[src/rtl/gen_mux_pkg.sv]
// ----------------------------------------------------------------------------
// gen_mux_pkg
// Shared constants for the generate_set_of_mux word-select primitive.
//   GEN_MUX_DEFAULT_WIDTH : default bus width (bits per bus / mux2 cells)
//   GEN_MUX_MAX_WIDTH     : largest supported bus width
// ----------------------------------------------------------------------------
package gen_mux_pkg;

    localparam int GEN_MUX_DEFAULT_WIDTH = 4;
    localparam int GEN_MUX_MAX_WIDTH     = 64;

endpackage : gen_mux_pkg

[src/rtl/mux2_cell.sv]
// ----------------------------------------------------------------------------
// mux2_cell
// Single-bit 2:1 multiplexer, the leaf cell of generate_set_of_mux.
// Ports:
//   a   in  1  data selected when sel = 0
//   b   in  1  data selected when sel = 1
//   sel in  1  select
//   f   out 1  sel ? b : a
// ----------------------------------------------------------------------------
module mux2_cell (
    input  logic a,
    input  logic b,
    input  logic sel,
    output logic f
);

    assign f = sel ? b : a;

endmodule : mux2_cell

[src/rtl/generate_set_of_mux.sv]
// ----------------------------------------------------------------------------
// generate_set_of_mux
// Bank of WIDTH 2:1 muxes sharing one select, with a combinational result f
// and a registered copy f_q qualified by out_valid. Buses are MSB-first
// ([0:WIDTH-1], bit 0 is the MSB); a[i]/b[i] always drive f[i].
//
// Optional build macro:
//   GEN_SET_OF_MUX_PARITY_EN  adds output parity_q = XOR-reduce of f_q,
//                             registered alongside f_q.
//
// Parameters:
//   WIDTH      bits per bus, 1 .. GEN_MUX_MAX_WIDTH
// Ports:
//   clk        in   1        rising-edge clock for the output register
//   rst        in   1        asynchronous, active-high reset
//   a          in   [0:W-1]  data selected when sel = 0
//   b          in   [0:W-1]  data selected when sel = 1
//   sel        in   1        shared select for all bits
//   in_valid   in   1        capture a/b/sel result into f_q
//   f          out  [0:W-1]  combinational mux result
//   f_q        out  [0:W-1]  registered mux result
//   parity_q   out  1        (macro only) parity of f_q
//   out_valid  out  1        f_q was captured on the last edge
// ----------------------------------------------------------------------------
module generate_set_of_mux
    import gen_mux_pkg::*;
#(
    parameter int WIDTH = GEN_MUX_DEFAULT_WIDTH
) (
    input  logic             clk,
    input  logic             rst,
    input  logic [0:WIDTH-1] a,
    input  logic [0:WIDTH-1] b,
    input  logic             sel,
    input  logic             in_valid,
    output logic [0:WIDTH-1] f,
    output logic [0:WIDTH-1] f_q,
`ifdef GEN_SET_OF_MUX_PARITY_EN
    output logic             parity_q,
`endif
    output logic             out_valid
);

    // Reject out-of-range widths at elaboration rather than building a
    // degenerate or oversized bank.
    if (WIDTH < 1 || WIDTH > GEN_MUX_MAX_WIDTH) begin : gen_width_check
        $error("generate_set_of_mux: WIDTH out of range");
    end

    // One mux2 cell per bit; the shared select fans out to every cell.
    for (genvar i = 0; i < WIDTH; i++) begin : gen_mux
        mux2_cell u_cell (
            .a   (a[i]),
            .b   (b[i]),
            .sel (sel),
            .f   (f[i])
        );
    end

    // Output register: f_q holds its value when in_valid is low, while
    // out_valid simply mirrors the previous cycle's in_valid.
    // NOTE: non-blocking assignments here so every register samples the
    // pre-edge values; blocking would create order-dependent simulation.
    always_ff @(posedge clk or posedge rst) begin
        if (rst) begin
            f_q       <= '0;
            out_valid <= 1'b0;
        end else begin
            out_valid <= in_valid;
            if (in_valid) begin
                f_q <= f;
            end
        end
    end

`ifdef GEN_SET_OF_MUX_PARITY_EN
    // Parity is computed from f so it lands in the same edge as f_q.
    always_ff @(posedge clk or posedge rst) begin
        if (rst) begin
            parity_q <= 1'b0;
        end else if (in_valid) begin
            parity_q <= ^f;
        end
    end
`else
    // Parity output and register are not built in this configuration.
`endif

endmodule : generate_set_of_mux

[config.mk]
export PLATFORM = sky130hd
export DESIGN_NAME = generate_set_of_mux
export DESIGN_NICKNAME = d
export VERILOG_FILES = /design/src/rtl/gen_mux_pkg.sv /design/src/rtl/mux2_cell.sv /design/src/rtl/generate_set_of_mux.sv
export SDC_FILE = /design/constraint.sdc
export NUM_CORES = 1
export LEC_CHECK = 0
export CAP_MARGIN = 20
export CORE_AREA = 3 3 40 42
export DETAILED_ROUTE_END_ITERATION = 10
export DIE_AREA = 0 0 43 45
export PLACE_DENSITY = 0.61
export RECOVER_POWER = 25
export SLEW_MARGIN = 20
export SYNTH_ARGS = -nofsm -noshare
export SYNTH_HDL_FRONTEND = slang
export SYNTH_SLANG_ARGS = --single-unit
[constraint.sdc]
create_clock -name clk -period 0.8 [get_ports clk]
set_input_delay 0.16 -clock clk [delete_from_list [all_inputs] [get_ports clk]]
set_output_delay 0.16 -clock clk [all_outputs]
set_load 0.1 [all_outputs]
==> results.md, run 1 <==
* Worst setup SP type: register
* Pre-CTS setup slack at -0.715 ns
* Core footprint at 1280 um2
* Total power at 1.28 mW
* Total Routing Usage GR at 8.03%
* Reg2Reg Launch Point: f_q[2]
* Yosys reg bits at 5
* Die height at 45 um
* Layout Utilization at 45.9%
* Clk pin slew, worst setup/hold paths at 0.04 ns
* Status: complete, but fails checks
* Adder-Cell Fraction of Synth Area at 0%
* Crit. End Element: output pin
* WS Path Type: register to output pin
* R2R cell count at 2
* Failing checks: negative setup slack
* Inserted Diodes at 0
* Nets at 54
* Final-report hold violation count at 0
* Mux cell area share after synthesis at 36.2%
* Fillcell total at 116
* PD cells at 2180 nW/um2
* RSZ-0062 raised after global routing: true
* GPL Wtd Cong at 0.656
* CP Cell Sequence: buf_12
* Critical path depth in cells at 1
* Vias in the first global route at 225
* Remaining global-route overflow at 0
* DRC at 0
* Design area at 589 um2
* Pre-Repair DR Iteration Count at 2
* Buffers on Ports at 20
* Reg2Reg Setup Slack at -0.19 ns
* Clk_lat worst skew at 0.24 ns
* Sequential cell area at 144 um2
* Rel. slew slack at 82.3%
* Initial antenna violation count at 0
* Worst hold margin at 0.246 ns
* Rows at 13
* Clock tree buffer depth at 2
* Initial Util at 19.4%
* Worst Path Required at 0.64 ns
* Slew @ Worst Pin at 0.266 ns
* Largest net degree at the start of global routing at 6
* Critical Path AT at 0.89 ns
* Post-Syn Nets at 30
* Syn Inst Count at 18
* Fraction of layout cells with a size suffix above 1 at 90.2%
* Largest family of logic cells by synthesized area: multiplexers
* Die area at 1940 um2
* Fin crit share at 132%
* CP endpoint: f_q[0]
* Xor and xnor area share after synthesis at 0%
* Synth Area per Inst at 13.8 um2
* Hold Crit Class: input port to asynchronous set/reset pin
* Crit path largest cell delay at 0.48 ns
* Synth warn at 0
* Max VDD drop at 1.26 mV
* Tmin final at 1.05 ns
* CTS tree: done
* Via-to-Cell Ratio at 3.80
* Compound-Gate Fraction of Synth Area at 0%
* Die W at 43 um
* Worst setup startpoint: f_q[0]
* DRT iter0 DRCs at 3
* Reg2reg end: f_q[2]
* Slowest CP cell: dfrtp_4
* Placed cell areas at 562 um2
* Delay-heaviest family, CP: flip-flops
* Number of I/O pins at 21
* P&R area growth vs syn at 137%
* Average wire per standard cell at 12.1 um
* CP bufs+invs at 1
* Clock sink count at 5
* Area taken by multi-input logic gates at 113 um2
* CTS HTree Levels at 1
* Seq/Total Area, Yosys at 50.3%
* Vias at 213
* Synthesized area at 249 um2
* Final slew viol count at 0
* First-pass GRT wire length at 1050 um
* Clock Skew at 0 ns
* Final Instance Count excl. Fillers at 56
* CTS Buf Count at 3
* Setup TNS at -2.20 ns
* Most frequent cells in the layout: 9 x buf_12, 8 x buf_2, 6 x mux2_4
* Commonest non-fill, non-tap cell in the layout: buf_12
* Pleak at 0.281 nW
* Root Buffer: clkbuf_4
* Synth cell types at 4
* Peak fanout along the critical path at 2
* Setup WS post-layout at -0.254 ns
* DP Cell Count at 49
* Hold_buf cts at 0
* Detail Route Antenna Nets at 0
* Synth Area in Simple Gates at 0%
* Fmax at 949 MHz
* Max cap viols at 0
* Final setup fails at 13
* Routed wire length at 677 um
==> kinds of logic (layout without fill, tap and decap cells) <==
logic type             Yosys count  in the layout
buffers and inverters            5             28
flip-flops                       5              5
multiplexers                     8              8
==> routing by layer <==
layer  wire length [um]  global-route usage, %  share of wire [%]
met5                  0                      0                  0
met2                410                   14.4                 61
met1                216                   7.33                 32
met4                  0                      0                  0
met3                 50                   7.17                7.4
==> power breakdown <==
part / switching (mW) / total (mW) / internal (mW)
sequential: 0.0292 / 0.330 / 0.301
clock: 0.0966 / 0.285 / 0.188
combinational: 0.396 / 0.669 / 0.273
total: 0.522 / 1.28 / 0.761
==> synth_stat cells <==
cell | instances | area share (%)
buf_4 | 4 | 12
dfrtp_1 | 5 | 50
inv_1 | 1 | 1.5
mux2_2 | 8 | 36
==> state kept, by name (all words and copies together) (netlist names) <==
name / cells
out_valid: 1
f_q: 4
==> cell type report <==
type,count,area share (%)
Tap cell,15,3.18
Sequential cell,5,24.4
Inverter,1,0.637
Timing Repair Buffer,23,48.2
Clock buffer,4,4.46
Multi-Input combinational cell,8,19.1
==> worst min-delay path by stage <==
stage	from	to	slack [ns]	cells past startpoint
CTS	rst	f_q[3]	0.11	2
global placement	rst	out_valid	0.38	2
detailed placement	rst	f_q[2]	0.37	2
finish	rst	f_q[3]	0.25	2
global route	rst	f_q[3]	0.26	2
floorplan	rst	f_q[0]	-0.06	1
==> timing repair <==
action,CTS,global route
setup endpoints to repair,13,13
gates resized for setup,35,1
buffers inserted,2,1
gates cloned,0,0
Power figures use the tool's default switching activity.
==> inputs of run 2 (changes only) <==
--- a/config.mk
+++ b/config.mk
@@ -9,7 +9,6 @@
 export CORE_AREA = 3 3 40 42
 export DETAILED_ROUTE_END_ITERATION = 10
 export DIE_AREA = 0 0 43 45
-export PLACE_DENSITY = 0.61
 export RECOVER_POWER = 25
 export SLEW_MARGIN = 20
 export SYNTH_ARGS = -nofsm -noshare
==> constraint.sdc (replaced) <==
create_clock -name clk -period 1.29 [get_ports clk]
set_input_delay 0.258 -clock clk [delete_from_list [all_inputs] [get_ports clk]]
set_output_delay 0.258 -clock clk [all_outputs]
set_load 0.1 [all_outputs]
==> run 2 against run 1 <==
Compared with the run above:
- the run now ends clean
- clock power is 36% lower
- largest power group unchanged
- hold slack better by 0.11 ns
- critical path type is now input port to output pin
- clock skew stayed put
- count of clock-buffer cells in the layout stayed put
- via count is 7.0% higher
- sequential share of layout area is 2.7 points lower
- setup slack better by 0.33 ns
==> results.md, run 2 (synthesis gave the netlist of run 1 again) <==
* Status: finished clean
* Fraction of layout cells with a size suffix above 1 at 58.5% (-32 points)
* P_sw at 0.331 mW (-37%)
* Fin crit share at 94.4%
* First-pass GRT wire length at 1370 um (+30%)
* Average wire per standard cell at 14.5 um (+20%)
* Inserted Diodes at 0 (unchanged)
* Final slew viol count at 0 (unchanged)
* Clock power share at 23.4% (+1.2 points)
* Number of flip-flops in the largest register at 4 (unchanged)
* Reg2Reg Launch Point: f_q[3]
* DRT iter0 DRCs at 0 (-3)
* Area taken by multi-input logic gates at 105 um2 (-6.7%)
* Max cap viols at 0 (unchanged)
* Root Buffer: clkbuf_4
* PD cells at 1350 nW/um2 (-38%)
* Die height at 45 um (unchanged)
* Remaining global-route overflow at 0 (unchanged)
* Commonest non-fill, non-tap cell in the layout: buf_12
* Via-to-Cell Ratio at 4.07 (+7.0%)
* Final-report hold violation count at 0 (unchanged)
* Worst setup SP type: input port
* Vias in the first global route at 290 (+29%)
* Reg2Reg Setup Slack at 0.49 ns (+0.68 ns)
* Switch share at 42.4% (+1.7 points)
* Critical Path AT at 0.96 ns (+0.07 ns)
* Total Routing Usage GR at 10.5% (+2.4 points)
* GPL Wtd Cong at 0.777 (+18%)
* Final setup fails at 0 (-13)
* Hold Crit Class: input port to asynchronous set/reset pin
* CTS tree: done
* CTS HTree Levels at 1 (unchanged)
* Internal at 0.450 mW (-41%)
* Fillcell total at 125 (+7.8%)
* CTS Buf Count at 3 (unchanged)
* Die area at 1940 um2 (unchanged)
* Peak fanout along the critical path at 2 (unchanged)
* RSZ-0062 raised after global routing: false
* Rel. slew slack at 86.1% (+3.8 points)
* Clock tree buffer depth at 2 (unchanged)
* Layout Utilization at 44.9% (-0.97 points)
* Initial antenna violation count at 0 (unchanged)
* Clk pin slew, worst setup/hold paths at 0.04 ns (about the same)
* Pleak at 0.280 nW (-0.25%)
* Max VDD drop at 0.726 mV (-42%)
* Vias at 228 (+7.0%)
* Largest net degree at the start of global routing at 6 (unchanged)
* Most flops, register: f_q
* Fmax at 821 MHz
* Sequential cell area at 125 um2 (-13%)
* Buffers on Ports at 20 (unchanged)
* Number of I/O pins at 21 (unchanged)
* Initial Util at 19.4% (unchanged)
* Slew @ Worst Pin at 0.208 ns (-0.0577 ns)
* Setup TNS at 0 ns (+2.20 ns)
* Detail Route Antenna Nets at 0 (unchanged)
* Most frequent cells in the layout: 9 x buf_12, 8 x dlygate4sd2_1, 5 x dfrtp_1
* Hold_buf cts at 0 (unchanged)
* R2R cell count at 1 (-1)
* Core footprint at 1280 um2 (unchanged)
* Crit. End Element: output pin
* Rows at 13 (unchanged)
* Total power at 0.781 mW (-39%)
* Nets at 54 (unchanged)
* P&R area growth vs syn at 132%
* Worst Path Required at 1.03 ns (+0.39 ns)
* Pre-Repair DR Iteration Count at 1 (-1)
* Reg2reg end: f_q[3]
* DRC at 0 (unchanged)
* WS Path Type: input port to output pin
* Top Registers: f_q (4), out_valid (1)
* Clock Skew at 0 ns (unchanged)
* Logic gate share of total power at 51.8% (-0.3 points)
* Die W at 43 um (unchanged)
* Tmin final at 1.22 ns
* Clk_lat worst skew at 0.24 ns (about the same)
* Flop pwr share at 24.8% (-0.9 points)
* Clock sink count at 5 (unchanged)
* Post-DP HPWL at 604 um
* Routed wire length at 813 um (+20%)
run 2: changes by cell type in the layout (fill, tap and decap cells not counted):
| cell | previous run | this run |
|---|---|---|
| dlygate4sd2_1 | 1 | 8 |
| clkdlybuf4s50_1 | 0 | 1 |
| buf_2 | 8 | 1 |
| mux2_4 | 6 | 4 |
| dfrtp_4 | 5 | 0 |
| mux2_2 | 2 | 4 |
| buf_8 | 1 | 0 |
| dfrtp_1 | 0 | 5 |
| buf_6 | 2 | 0 |
| buf_4 | 1 | 3 |
run 2: power groups by stage:
stage                     Combinational (mW)  Clock (mW)  Sequential, mW
after floorplan                        0.118           0           0.313
after global placement                 0.395           0           0.196
after detailed placement               0.399           0           0.196
after CTS                              0.408       0.194           0.194
after global routing                   0.415       0.203           0.197
final                                  0.405       0.183           0.194
run 2: metal layers:
metal	GRT usage (%)	wire length (um)
met2	18.0	366
met4	7.23	0
met3	5.18	100
met1	9.80	346
met5	0	0
run 2: timing repair:
item,4_1_cts,5_1_grt
resized for setup,16,0
setup endpoints to repair,8,0
setup buffers,3,0
run 2: critical path, cell delays in order:
cell and delay (ns):
dlygate4sd2_1 0.24, mux2_4 0.29, buf_12 0.17
run 2: final cells by class:
cell class	count	share of cell area, %
inverter	1	0.651
tap	15	3.25
clock buffer	4	4.56
sequential	5	21.7
timing repair buffer	23	51.6
multi-input combinational	8	18.2
run 2: worst max-delay path by stage:
stage	slack, ns	endpoint	cells past startpoint	startpoint
after floorplan	0.03	f_q[0]	1	f_q[0]
after global placement	-0.33	f[0]	3	sel
after detailed placement	-0.37	f[2]	3	sel
after CTS	0.07	f[1]	3	a[1]
after global routing	0.06	f[3]	3	a[3]
final	0.07	f[3]	3	a[3]
run 2: stage by stage:
stage | setup slack [ns] | cells | hold WS [ns] | cell area, um2
global route | 0.0561 | 56 | 0.377 | 577
global placement | -0.333 | 49 | 0.465 | 528
CTS | 0.0667 | 56 | 0.218 | 577
floorplan | 0.0341 | 18 | 0.0365 | 249
detailed placement | -0.366 | 49 | 0.478 | 528
finish | 0.0722 | 56 | 0.356 | 577
